`config.mk`:
```
export PLATFORM = sky130hd
export DESIGN_NAME = pdp8_mem_arbiter
export DESIGN_NICKNAME = d
export VERILOG_FILES = /design/src/rtl/pdp8_mem_arbiter.sv
export SDC_FILE = /design/constraint.sdc
export NUM_CORES = 1
export LEC_CHECK = 0
export CORE_ASPECT_RATIO = 0.7
export CORE_MARGIN = 3
export CORE_UTILIZATION = 31
export CTS_BUF_LIST = sky130_fd_sc_hd__clkbuf_4 sky130_fd_sc_hd__clkbuf_8
export CTS_CLUSTER_DIAMETER = 50
export DETAILED_ROUTE_END_ITERATION = 10
export DONT_BUFFER_PORTS = 1
export GPL_TIMING_DRIVEN = 0
export PLACE_DENSITY_LB_ADDON = 0.08
export SYNTH_ARGS = -nofsm -noshare
export SYNTH_HDL_FRONTEND = slang
export SYNTH_SLANG_ARGS = --single-unit
```
`constraint.sdc`:
```
create_clock -name clk -period 1.7 [get_ports clk]
set_input_delay 0.17 -clock clk [delete_from_list [all_inputs] [get_ports clk]]
set_output_delay 0.17 -clock clk [all_outputs]
set_load 0.02 [all_outputs]
```
`src/rtl/pdp8_mem_arbiter.sv`:
```
// pdp8_mem_arbiter: fixed-priority sharing of the PDP-8 memory port between IFU read, EX read and EX write.
// Define PDP8_ARB_FAIRNESS_EN to force an IFU grant after STARVE_LIMIT consecutive EX grants.
module pdp8_mem_arbiter #(
    parameter int ADDR_W       = 12,
    parameter int DATA_W       = 12,
    parameter int RD_TIMEOUT   = 16,
    parameter int STARVE_LIMIT = 4
) (
    input  logic              clk,
    input  logic              reset,
    input  logic              ifu_rd_req,
    input  logic [ADDR_W-1:0] ifu_rd_addr,
    output logic [DATA_W-1:0] ifu_rd_data,
    output logic              ifu_rd_done,
    input  logic              ex_rd_req,
    input  logic [ADDR_W-1:0] ex_rd_addr,
    output logic [DATA_W-1:0] ex_rd_data,
    output logic              ex_rd_done,
    input  logic              ex_wr_req,
    input  logic [ADDR_W-1:0] ex_wr_addr,
    input  logic [DATA_W-1:0] ex_wr_data,
    output logic              ex_wr_done,
    output logic              mem_rd_en,
    output logic              mem_wr_en,
    output logic [ADDR_W-1:0] mem_addr,
    output logic [DATA_W-1:0] mem_wr_data,
    input  logic [DATA_W-1:0] mem_rd_data,
    input  logic              mem_rd_valid,
    output logic              rd_err
);
    localparam int TW = $clog2(RD_TIMEOUT + 1);

    typedef enum logic [1:0] {IDLE, WR, RD_WAIT, DONE} state_t;

    state_t            state, state_n;
    logic              ifu_pend, exr_pend, exw_pend;
    logic [ADDR_W-1:0] ifu_addr_h, exr_addr_h, exw_addr_h;
    logic [DATA_W-1:0] exw_data_h;
    logic [TW-1:0]     tcnt;
    logic              owner_ex, err_q;
    logic              force_ifu, gnt_w, gnt_r, gnt_i, rd_hit, rd_to;

`ifdef PDP8_ARB_FAIRNESS_EN
    localparam int SW = $clog2(STARVE_LIMIT + 1);
    logic [SW-1:0] starve_cnt;
    always_ff @(posedge clk) begin
        if (reset || gnt_i || !ifu_pend)
            starve_cnt <= '0;
        else if (gnt_w || gnt_r)
            starve_cnt <= starve_cnt + 1'b1;
    end
    assign force_ifu = ifu_pend && (starve_cnt == SW'(STARVE_LIMIT));
`else
    assign force_ifu = (STARVE_LIMIT < 0);
`endif

    always_comb begin
        gnt_w   = (state == IDLE) && exw_pend && !force_ifu;
        gnt_r   = (state == IDLE) && exr_pend && !exw_pend && !force_ifu;
        gnt_i   = (state == IDLE) && ifu_pend && (force_ifu || !(exw_pend || exr_pend));
        rd_hit  = (state == RD_WAIT) && mem_rd_valid;
        rd_to   = (state == RD_WAIT) && !mem_rd_valid && (tcnt == TW'(RD_TIMEOUT - 1));
        state_n = gnt_w                              ? WR      :
                  (gnt_r || gnt_i)                   ? RD_WAIT :
                  (rd_hit || rd_to)                  ? DONE    :
                  (state == WR || state == DONE)     ? IDLE    : state;
        mem_wr_en   = (state == WR);
        ex_wr_done  = (state == WR);
        mem_rd_en   = (state == RD_WAIT) && (tcnt == '0);
        ifu_rd_done = (state == DONE) && !owner_ex;
        ex_rd_done  = (state == DONE) && owner_ex;
        rd_err      = (state == DONE) && err_q;
    end

    always_ff @(posedge clk) begin
        if (reset) begin
            state       <= IDLE;
            ifu_pend    <= 1'b0;
            exr_pend    <= 1'b0;
            exw_pend    <= 1'b0;
            ifu_addr_h  <= '0;
            exr_addr_h  <= '0;
            exw_addr_h  <= '0;
            exw_data_h  <= '0;
            tcnt        <= '0;
            owner_ex    <= 1'b0;
            err_q       <= 1'b0;
            mem_addr    <= '0;
            mem_wr_data <= '0;
            ifu_rd_data <= '0;
            ex_rd_data  <= '0;
        end else begin
            state    <= state_n;
            // a grant implies pending, so a same-cycle request is always dropped
            ifu_pend <= !gnt_i && (ifu_pend || ifu_rd_req);
            exr_pend <= !gnt_r && (exr_pend || ex_rd_req);
            exw_pend <= !gnt_w && (exw_pend || ex_wr_req);
            if (ifu_rd_req && !ifu_pend)
                ifu_addr_h <= ifu_rd_addr;
            if (ex_rd_req && !exr_pend)
                exr_addr_h <= ex_rd_addr;
            if (ex_wr_req && !exw_pend) begin
                exw_addr_h <= ex_wr_addr;
                exw_data_h <= ex_wr_data;
            end
            if (gnt_w) begin
                mem_addr    <= exw_addr_h;
                mem_wr_data <= exw_data_h;
            end
            if (gnt_r || gnt_i) begin
                mem_addr <= gnt_r ? exr_addr_h : ifu_addr_h;
                owner_ex <= gnt_r;
                tcnt     <= '0;
            end else if (state == RD_WAIT && !mem_rd_valid)
                tcnt <= tcnt + 1'b1;
            if (rd_hit || rd_to) begin
                err_q <= rd_to;
                if (owner_ex)
                    ex_rd_data <= rd_to ? '0 : mem_rd_data;
                else
                    ifu_rd_data <= rd_to ? '0 : mem_rd_data;
            end
        end
    end
endmodule

```
==> run metrics, run 1 <==
vias 3701; Syn Area/Cell 8.771 um^2; Post-Synth XOR/XNOR Area 0.2021%; setup TNS -60.10 ps; Mapped Area 4333 um^2; Post-Syn Nets 563; # H-tree levels 3; Primary FF master, synth dfxtp_1; Global Route met3 Usage 4.248%; RSZ-0062 raised after global routing yes; post-route setup slack -20.77 ps; Final Hold Fails 0; area of the multi-input gates 2051 um^2; layout cells sized above 1 12.63%; largest net degree at the start of global routing 20; Nets 634; MaxCap Viol Count 0; Die Y 104.9 um; area of the core 13400 um^2; final WL 13.13 mm; P_leak 1.979 nW; clock-pin slew on the worst setup and hold paths 110 ps; Filler Cells Inserted 1386; relative slew slack 58.02%; CP required 2020 ps; drt drc 0; Worst path top cell family by delay simple AND/OR/NAND/NOR gates; crit end category flip-flop; Iter 0 DRT Violations 201; Placer Congestion 0.7550; initial antenna violation count 0; met1 Use GR 25.00%; DP HPWL 9.326 mm; Worst Path Buf+Inv 1; Rows 35; commonest cells after routing, fill and taps aside nand2_1 (124), dfxtp_1 (103), a21oi_1 (66), dlygate4sd3_1 (52), a22o_1 (24); Final Cycle Share 101.2%; Post-synth EDFFs 0; Root Driver clkbuf_8; maximum vdd ir drop 0.0004861 V; Max clock buf depth 2; met2 usage 24.57%; DIE AREA 15450 um^2; outcome complete, but fails checks; asr flop ratio synth 0%; GRT overflow 0; post-synthesis sequential area ratio 49.90%; number of buffers added on ports 0; Critical Path Most Common Cell ha_4; total power 5.384 mW; Critical Path Slowest Stage Cell dfxtp_2; Layout area overhead 28.65%; Cell variety after synth 38; Via density 4.902; sequential cell area 2168 um^2; failing checks negative setup slack; Cell Chain, Critical Path ha_4 -> and3_4 -> ha_4 -> or2_4 -> a31oi_4 -> buf_6 -> a22o_1; 1st-pass router iterations 5; Worst-Margin Slew 629.7 ps; CTS Sinks 108; ANT nets after route 0; Pwr Density 965.9 nW/um^2; GRT Util Overall 16.88%; Antenna Cells 0; #FFs+latches synth 108; kind of critical path reg -> reg; CTS tree done; Fmax 0.5811 GHz; Setup violations, final 7; commonest non-fill, non-tap cell in the layout nand2_1; fin crit period 1721 ps; top area cells in the synthesized netlist dfxtp_1 (50%), nand2_1 (11%), a21oi_1 (7.6%), a22o_1 (4.9%), mux2i_1 (3.0%); Max FO, Critical Path 5; Initial Util 32.33%; die width 147.3 um; cell taking the most area after synthesis dfxtp_1; vias in the first global route 3642; Post-Synth Simple-Gate Area 20.94%; CP Data Arrival Time 2040 ps; YS warnings 0; grt peak-use layer met1; first-pass GRT wire length 20.59 mm; largest family of logic cells by synthesized area simple AND/OR/NAND/NOR gates; worst min-delay path category in -> reg; CTS buffer count 9; mux contribution to synthesized area 3.003%; Worst-Skew Late Latency 380 ps; Critical Path Max Stage Delay 350 ps; Final Max Tran Viols 0; Synth top area share 49.90%; Critical Path Start Type flip-flop; drt wl/cell 17.39 um; Compound-Gate Fraction of Synth Area 19.98%; post-synthesis adder-cell area fraction 0.8663%; worst slack at placement -326.6 ps; clk_skew 14.24 ps; Synth Instances 494; # IOs 120
-- path summary, 6_finish.rpt --
kind | from | endpoint | slack, ps | cells after the start
max | tcnt[0] | ex_rd_data[9] | -20 | 7
max reg2reg | tcnt[0] | ex_rd_data[9] | -20 | 7
min | reset | mem_addr[11] | 30 | 2
min reg2reg | ifu_addr_h[10] | ifu_addr_h[10] | 460 | 2
-- per-stage QoR --
step	hold WS [ps]	instances	util (%)	instance area (um^2)
finish	25.52	755	41.60	5574
global route	15.14	755	41.60	5574
CTS	5.334	752	40.91	5482
detailed placement	273.0	679	34.40	4609
global placement	269.5	679	34.40	4609
floorplan	266.6	494	-	4378
-- state kept, by name (all words and copies together) (netlist names) --
register     flops
exw_addr_h      12
ifu_addr_h      12
tcnt             5
mem_wr_data     12
exw_pend         1
ifu_rd_data     12
owner_ex         1
exw_data_h      12
state            2
mem_addr        12
exr_pend         1
exr_addr_h      12
err_q            1
ex_rd_data      12
ifu_pend         1
-- worst register-to-register path, delay by kind of cell (launching register included) --
family                   cells  cell delay (ps)
adder cells (fa/ha/maj)      2              320
AO/OA/AOI/OAI                2              410
flip-flops                   1              350
buffers and inverters        1              170
AND/OR/NAND/NOR              2              430
-- layer usage --
| metal | vias up | share of wire (%) |
|---|---|---|
| met4 | 0 | 0.65 |
| met2 | 77 | 42 |
| met3 | 8 | 5.2 |
| met5 | - | 0 |
| li1 | 1868 | - |
| met1 | 1748 | 52 |
-- power breakdown --
group,switching [mW],total (mW),internal [mW]
clock,0.929,1.66,0.731
combinational,0.491,0.895,0.403
sequential,0.163,2.83,2.67
-- layout make-up --
class                           instances  share of cell area [%]
Timing Repair Buffer                   63                   11.27
Clock buffer                           10                   2.357
Inverter                                4                  0.2694
Buffer                                 40                   4.893
Multi-Input combinational cell        339                   36.79
Clock inverter                          6                   1.369
Sequential cell                       108                   38.90
Tap cell                              185                   4.153
-- repair_timing --
| item | CTS | global route |
|---|---|---|
| cloned | 2 | 1 |
| gates resized for setup | 34 | 16 |
| hold buffers | 52 | 0 |
| endpoints found under the setup margin | 39 | 59 |
| pin swaps | 8 | 16 |
| setup buffers | 4 | 4 |
| hold endpoints to repair | 51 | 0 |
-- kinds of logic after synthesis --
logic type	after synthesis
AOI/OAI and AO/OA	134
buffers and inverters	47
DFF	108
xor gates and xnor gates	1
and+or+nand+nor	188
muxes	13
adders and majority gates	3
-- synthesized netlist by cell type (2+ instances only) --
library cell and count:
a21oi_1 66, and3_1 4, a311oi_1 12, o21ai_0 2, buf_6 3, buf_2 12, a22o_1 24, o21a_1 12
o22ai_1 12, buf_4 2, nor2b_1 17, nand2_1 125, mux2i_1 13, dfxtp_1 108, nor4b_1 12, nor2_1 10
ha_1 3, inv_1 4, nor3_1 4, nand2b_1 3, a211oi_1 2, clkbuf_1 21, or3_4 2, a31oi_1 2
nor3b_1 2, buf_1 5
Power figures use the tool's default switching activity.
==> run 2, diff against run 1 <==
--- a/config.mk
+++ b/config.mk
@@ -13,7 +13,9 @@
 export DETAILED_ROUTE_END_ITERATION = 10
 export DONT_BUFFER_PORTS = 1
 export GPL_TIMING_DRIVEN = 0
-export PLACE_DENSITY_LB_ADDON = 0.08
+export PLACE_DENSITY = 0.49
+export SETUP_SLACK_MARGIN = 0.15
+export SLEW_MARGIN = 5
 export SYNTH_ARGS = -nofsm -noshare
 export SYNTH_HDL_FRONTEND = slang
 export SYNTH_SLANG_ARGS = --single-unit
==> run metrics, run 2 (synthesis results as in run 1) <==
outcome complete, but fails checks (unchanged); failing checks negative hold slack (was negative setup slack); CP Data Arrival Time 1920 ps (was 2040 ps); die width 147.3 um (unchanged); clock power share 29.9% (was 30.8%); Placer Congestion 0.7725 (was 0.7550); commonest cells after routing, fill and taps aside nand2_1 (124), dfxtp_1 (103), a21oi_1 (65), dlygate4sd3_1 (50), a22o_1 (24) (was nand2_1 (124), dfxtp_1 (103), a21oi_1 (66), dlygate4sd3_1 (52), a22o_1 (24)); Final Cycle Share 98.59% (was 101.2%); Setup violations, final 0 (was 7); vias in the first global route 3847 (was 3642); maximum vdd ir drop 0.0004188 V (was 0.0004861 V); # IOs 120 (unchanged); 1st-pass router iterations 4 (was 5); RSZ-0062 raised after global routing yes (unchanged); final WL 13.40 mm (was 13.13 mm); area of the core 13400 um^2 (unchanged); Critical Path Start Type flip-flop (unchanged); GRT Util Overall 17.25% (was 16.88%); Net Sw Power 1.620 mW (was 1.584 mW); Pwr Density 944.0 nW/um^2 (was 965.9 nW/um^2); Max FO, Critical Path 4 (was 5); DP HPWL 9.268 mm (was 9.326 mm); Initial Util 32.33% (unchanged); Nets 652 (was 634); Iter 0 DRT Violations 260 (was 201); Die Y 104.9 um (unchanged); MaxCap Viol Count 0 (unchanged); clock-pin slew on the worst setup and hold paths 110 ps (about the same); worst slack at placement -249.0 ps (was -326.6 ps); Max clock buf depth 2 (unchanged); Critical Path Max Stage Delay 360 ps (was 350 ps); vias 3860 (was 3701); ANT nets after route 0 (unchanged); post-layout util 43.30% (was 41.60%); Critical Path Slowest Stage Cell dfxtp_2 (unchanged); CTS tree done (unchanged); DIE AREA 15450 um^2 (unchanged); P_leak 2.111 nW (was 1.979 nW); CTS buffer count 9 (unchanged); Root Driver clkbuf_8 (unchanged); largest net degree at the start of global routing 20 (unchanged); sequential share of power 51.6% (was 52.5%); Layout area overhead 33.90% (was 28.65%); number of buffers added on ports 0 (unchanged); crit end category flip-flop (unchanged); Min Hold Slack -118.2 ps (was 25.52 ps); Final Hold Fails 2 (was 0); Rows 35 (unchanged); fin crit period 1676 ps (was 1721 ps); switch share 29.57% (was 29.42%); GRT overflow 0 (unchanged); cts hold-fix bufs 50 (was 52); Cell Chain, Critical Path ha_4 -> and3_4 -> ha_4 -> or2_4 -> buf_4 -> buf_6 -> mux2i_1 -> nor3_1 (was ha_4 -> and3_4 -> ha_4 -> or2_4 -> a31oi_4 -> buf_6 -> a22o_1); Fmax 0.5967 GHz (was 0.5811 GHz); Critical Path Most Common Cell ha_4 (unchanged); clk_skew 9.698 ps (was 14.24 ps); Antenna Cells 0 (unchanged); relative slew slack 62.81% (was 58.02%); Final Max Tran Viols 0 (unchanged); CTS Sinks 108 (unchanged); Worst-Margin Slew 557.9 ps (was 629.7 ps); drt wl/cell 17.33 um (was 17.39 um); worst min-delay path category in -> reg (unchanged); Int Pwr 3.857 mW (was 3.800 mW); drt drc 0 (unchanged); initial antenna violation count 0 (unchanged); Worst-Skew Late Latency 380 ps (about the same); layout cells sized above 1 19.05% (was 12.63%); post-route setup slack 23.98 ps (was -20.77 ps); first-pass GRT wire length 21.14 mm (was 20.59 mm); Via density 4.994 (was 4.902); Combinational Power Share 18.5% (was 16.6%); kind of critical path reg -> reg (unchanged); CP required 1950 ps (was 2020 ps); commonest non-fill, non-tap cell in the layout nand2_1 (unchanged); # H-tree levels 3 (unchanged)
-- run 2: worst max-delay path: cells and delay by family, from the launching register on --
| family | cells | cell delay, ps |
|---|---|---|
| DFF | 1 | 360 |
| muxes | 1 | 120 |
| adders and majority gates | 2 | 310 |
| and+or+nand+nor | 3 | 520 |
| buffers and inverters | 2 | 240 |
-- run 2: power by group through the flow --
stage	sequential [mW]	combinational, mW	clock (mW)
finish	2.82	1.01	1.64
global route	2.84	1.11	1.78
CTS	2.82	0.952	1.70
detailed placement	2.88	0.707	0
global placement	2.87	0.696	0
floorplan	2.83	0.538	0
-- run 2: what timing repair did --
item                       4_1_cts  5_1_grt
hold endpoints to repair        51        1
resized for setup               47       42
gates cloned                     3        0
setup buffers                   21        4
setup endpoints to repair       73       90
pin swaps                       12       16
-- run 2: area by class of cell --
type / count / area [um^2]
plain buffers: 43 / 322.8
well taps: 185 / 231.5
inverters: 4 / 15.01
multi-input cells: 339 / 2122
clock inverters: 7 / 80.08
fillers: 1355 / 7599
repair buffers: 78 / 738.2
clock buffers: 9 / 123.9
flip-flops and latches: 108 / 2168
-- run 2: worst paths after layout --
path / from / depth (start not counted) / slack [ps] / end
worst min register to register: exw_data_h[4] / 2 / 460 / exw_data_h[4]
worst min-delay path: mem_rd_valid / 1 / -120 / err_q
worst max register to register: tcnt[1] / 8 / 20 / state[0]
worst max-delay path: tcnt[1] / 8 / 20 / state[0]
-- run 2: stage by stage --
| stage | cell area [um^2] | instances | setup TNS, ps | total power [mW] |
|---|---|---|---|---|
| final | 5802 | 773 | 0 | 5.477 |
| after global routing | 5802 | 773 | -345.7 | 5.738 |
| after CTS | 5660 | 769 | 0 | 5.473 |
| after detailed placement | 4638 | 679 | -4197 | 3.583 |
| after global placement | 4638 | 679 | -3242 | 3.569 |
| after floorplan | 4407 | 494 | 0 | 3.371 |
-- run 2: layer usage --
layer / share of wire [%] / global-route usage (%)
met1: 48 / 24.16
met2: 45 / 26.61
met3: 5.9 / 5.072
met4: 0.74 / 3.324
met5: 0 / 0
==> run 3, diff against run 2 <==
--- a/config.mk
+++ b/config.mk
@@ -5,6 +5,7 @@
 export SDC_FILE = /design/constraint.sdc
 export NUM_CORES = 1
 export LEC_CHECK = 0
+export CAP_MARGIN = 20
 export CORE_ASPECT_RATIO = 0.7
 export CORE_MARGIN = 3
 export CORE_UTILIZATION = 31
==> results of run 3 <==
Final layout, timing and power as in run 2 (identical DEF).
==> patch 1, RTL diff (flow settings as in run 1) <==
The option `PDP8_ARB_FAIRNESS_EN` is turned on by a define.
--- a/src/rtl/pdp8_mem_arbiter.sv
+++ b/src/rtl/pdp8_mem_arbiter.sv
@@ -1,4 +1,6 @@
 // pdp8_mem_arbiter: fixed-priority sharing of the PDP-8 memory port between IFU read, EX read and EX write.
 // Define PDP8_ARB_FAIRNESS_EN to force an IFU grant after STARVE_LIMIT consecutive EX grants.
+`define PDP8_ARB_FAIRNESS_EN
+
 module pdp8_mem_arbiter #(
     parameter int ADDR_W       = 12,
Behaviour: no difference found for any inputs over 10 cycles, from zero or initial values and one cycle with reset high; that may be too few to reach the edited logic, so the function may still have changed.
==> patch 1 against run 1 <==
  * Sequential power rose by 7%
  * Clock power rose by 8%
  * Synthesized cell count up 6.3%
  * Routed wire length is 2.5% higher
  * Final area up 1.3%
  * Hold slack gained 3.3 ps
  * Count of clock-buffer cells in the layout stayed put
  * Setup slack improved by 76 ps
  * Sequential cell count is 3 higher
  * Utilization grew 0.29 points
  * Total power up 9.4%
  * First-iteration DRC count up 3.0%
  * Area after synthesis up 1.1%
  * Clock skew is 2.5 ps lower
  * Critical endpoint is now mem_addr[10]
  * Largest cell class unchanged
  * Highest routed layer unchanged
==> patch 1: results (changes against run 1) <==
Cells and area
  • Fillers: 1414 (+2.0%)
  • Layout cells sized above 1: 11.3% (-1.4 points)
  • Final nets: 678 (+6.9%)

Place
  • Final Wtd Congestion: 0.780 (+3.4%)
  • Hpwl dp: 9.87 mm (+5.9%)
  • DP Area: 4610 µm² (about the same)

Detailed routing
  • Routed WL: 13.4 mm (+2.5%)
  • Iteration-0 DRC Markers: 207 (+3.0%)

Run status
  • Status: completed

Yosys
  • Syn Area/Cell: 8.34 µm² (-4.9%)
  • Post-synthesis mux area share: 0.229% (-2.8 points)
  • Synth area leaders: dfxtp_1 (51%), nand2_1 (11%), a21oi_1 (9.8%), o21ai_0 (2.9%), a311oi_1 (2.6%)
  • Post-synthesis sequential area ratio: 50.7% (+0.84 points)

Worst setup path
  • Crit path max-delay cell type: dfxtp_1
  • Critical Path End: mem_addr[10]
  • R2r worst-path depth: 6 (-1)

Worst hold path
  • Hold Crit Start: ifu_rd_req
  • Hold path cells: 3 (+1)
  • Hold Path End: ifu_addr_h[0]

Global route
  • First-pass GRT wire length: 21.2 mm (+3.1%)
  • Tot GR Track Use: 17.2% (+0.33 points)
  • Largest net degree at the start of global routing: 19 (-5.0%)

Power
  • Clock group: 0.00179 W (+8%)
  • Lkg Pwr: 2.01 nW (+1.8%)
  • Switching Share: 30.7% (+1.3 points)

Clocking
  • Cts repair resizes: 7 (-79%)
  • Post-CTS Setup Inserts: 2 (-2)

STA
  • Min Hold Slack: 28.8 ps (+3.26 ps)
  • Skew final: 11.8 ps (-2.47 ps)
[patch 1: layer usage]
| metal | part of all wire (%) | GRT usage [%] | wire length [µm] | up-vias |
|---|---|---|---|---|
| li1 | - | - | - | 1973 |
| met1 | 50 | 25.2 | 6770 | 1858 |
| met2 | 41 | 24.7 | 5550 | 100 |
| met3 | 7.1 | 5.16 | 956 | 16 |
| met4 | 1.3 | 4.09 | 172 | 0 |
| met5 | 0 | 0 | 0 | - |
[patch 1: worst reg2reg max path, delay by kind of cell (launching register included)]
family | cells | cell delay (ps)
compound gates | 2 | 380
buf+inv | 2 | 380
flops | 1 | 320
simple gates | 2 | 430
[patch 1: final cells by class]
type / instances / area, µm² / area share, %
well taps: 185 / 231 / 4.10
multi-input cells: 364 / 2000 / 35.4
repair buffers: 71 / 694 / 12.3
plain buffers: 44 / 240 / 4.25
inverters: 6 / 22.5 / 0.399
clock inverters: 6 / 95.1 / 1.68
clock buffers: 10 / 131 / 2.33
flip-flops and latches: 111 / 2230 / 39.6
==> patch 2, RTL diff (flow settings as in run 1) <==
Without the edit above. Re-encode `state_t` (4 states) as one-hot, 4 bits wide.
--- a/src/rtl/pdp8_mem_arbiter.sv
+++ b/src/rtl/pdp8_mem_arbiter.sv
@@ -31,5 +31,5 @@
     localparam int TW = $clog2(RD_TIMEOUT + 1);
 
-    typedef enum logic [1:0] {IDLE, WR, RD_WAIT, DONE} state_t;
+    typedef enum logic [3:0] {IDLE = 4'b0001, WR = 4'b0010, RD_WAIT = 4'b0100, DONE = 4'b1000} state_t;
 
     state_t            state, state_n;
Check against the original RTL: no difference found for any inputs over 10 cycles, from zero or initial values and one cycle with reset high; not proved beyond that.
==> patch 2 against run 1 <==
  * The run still ends with setup timing left
  * Total power is 7.2% higher
  * Fmax shrank 3.1%
  * Setup slack got worse by 54 ps
  * Critical path depth shrank 1
  * Area after synthesis decreased by 1.2%
  * Sequential cell count rose by 2
  * Routed wire length up 4.1%
  * Final area increased by 6.3%
  * Critical endpoint is now mem_addr[8]
  * Largest cell class unchanged
==> patch 2: results (changes against run 1) <==
Detailed routing
  • Avg WL per Cell: 17.8 µm (+2.4%)
  • Via Count: 3883 (+4.9%)
  • Initial DRT Pass Iterations: 4 (-1)
  • Iteration-0 DRC Markers: 215 (+7.0%)

Worst hold path
  • Hold path cells: 3 (+1)
  • Hold Crit Start: ifu_rd_req

Cells and area
  • Fillers: 1346 (-2.9%)
  • Layout cells sized above 1: 18.7% (+6.1 points)
  • Final nets: 647 (+2.1%)

Yosys
  • Post-synthesis sequential area ratio: 51.5% (+1.6 points)
  • Yosys top cell by area: dfxtp_1
  • Mapped Nets: 562 (-0.18%)
  • Post-synth EDFFs: 0 (unchanged)
  • Cell variety after synth: 39 (+2.6%)
  • Synth area leaders: dfxtp_1 (51%), nand2_1 (9.6%), a21oi_1 (8.5%), a22o_1 (4.9%), a221o_1 (2.8%)

Global route
  • Vias in the first global route: 3955 (+8.6%)
  • First-pass GRT wire length: 21.8 mm (+5.9%)
  • Largest net degree at the start of global routing: 21 (+5.0%)
  • Tot GR Track Use: 17.9% (+0.98 points)

Worst setup path
  • Worst flop-to-flop path startpoint: state[1]
  • CP Launch Point: state[1]
  • R2r worst-path depth: 6 (-1)
  • Critical-path maximum fanout: 10 (+5)

Place
  • Setup slack after placement: -450 ps (-123 ps)
  • Hpwl dp: 9.35 mm (+0.24%)
  • Final Wtd Congestion: 0.782 (+3.6%)

Run status
  • Status: finished with violations
  • Failing checks: setup timing

STA
  • Final setup margin: -75.2 ps (-54.4 ps)
  • Sum Neg Setup Slack: -1280 ps (-1220 ps)
  • Skew final: 9.83 ps (-4.41 ps)
  • Maximum clock frequency: 563 MHz (-3.1%)
  • Fin. max-slew vios: 0 (unchanged)
  • Max_slew headroom: 55.4% (-2.7 points)
  • Final Setup Violations: 31 (+24)

Power
  • Peak supply drop: 0.425 mV (-13%)
  • Lkg Pwr: 2.06 nW (+4.1%)
  • Cell internal power dissipation: 0.00387 W (+1.8%)
## patch 2: power groups by stage
stage / sequential [W] / clock, W / combinational (W)
6_report: 0.00290 / 0.00157 / 0.00130
5_1_grt: 0.00292 / 0.00175 / 0.00140
4_1_cts: 0.00290 / 0.00166 / 0.00122
3_5_place_dp: 0.00294 / 0 / 0.000858
3_3_place_gp: 0.00294 / 0 / 0.000849
2_1_floorplan: 0.00290 / 0 / 0.000638
## patch 2: area by class of cell
type	count	area, µm²	area share (%)
Buffer	43	293	4.94
Clock buffer	10	138	2.32
Clock inverter	6	61.3	1.03
Inverter	9	33.8	0.570
Multi-Input combinational cell	328	2200	37.2
Sequential cell	110	2210	37.3
Tap cell	185	231	3.91
Timing Repair Buffer	77	754	12.7
## patch 2: critical path: stages (launching register included)
cell	delay (ps)
dfxtp_2	330
buf_6	130
or4b_4	560
buf_6	160
buf_8	150
a2111oi_4	240
a221o_1	150
## patch 2: per-stage QoR
step           hold slack, ps  util, %  std cells  cell area, µm²  power [W]
2_1_floorplan             303        -        493            4350    0.00354
3_3_place_gp              305     34.4        678            4580    0.00379
3_5_place_dp              306     34.4        678            4580    0.00380
4_1_cts                  15.1     43.6        768            5800    0.00578
5_1_grt                  16.1     44.5        768            5920    0.00608
6_report                 38.4     44.5        768            5920    0.00577
## patch 2: path summary, 6_finish.rpt
path / endpoint / slack (ps)
setup / recovery: mem_addr[8] / -80
hold / removal: ifu_addr_h[1] / 40
setup reg to reg: mem_addr[8] / -80
hold reg to reg: ifu_addr_h[4] / 460
## patch 2: logic make-up after synthesis
group	share of synthesized area [%]
AO/OA/AOI/OAI	23.0
adder cells (fa/ha/maj)	0.877
buffers and inverters	5.61
flip-flops	51.5
AND/OR/NAND/NOR	19.1
## patch 2: metal layers
metal | up-vias | share of wire, % | global-route usage [%]
li1 | 1906 | - | -
met1 | 1856 | 48 | 25.4
met2 | 107 | 45 | 26.9
met3 | 14 | 6.8 | 5.10
met4 | 0 | 0.89 | 3.89
met5 | - | 0 | 0
## patch 2: repair_timing
| action | in CTS | in global routing |
|---|---|---|
| pin swaps | 3 | 12 |
| endpoints found under the hold margin | 75 | 0 |
| hold buffers | 63 | 0 |
| endpoints found under the setup margin | 86 | 92 |
| gates cloned | 4 | 0 |
| setup buffers | 9 | 1 |
| resized for setup | 83 | 50 |
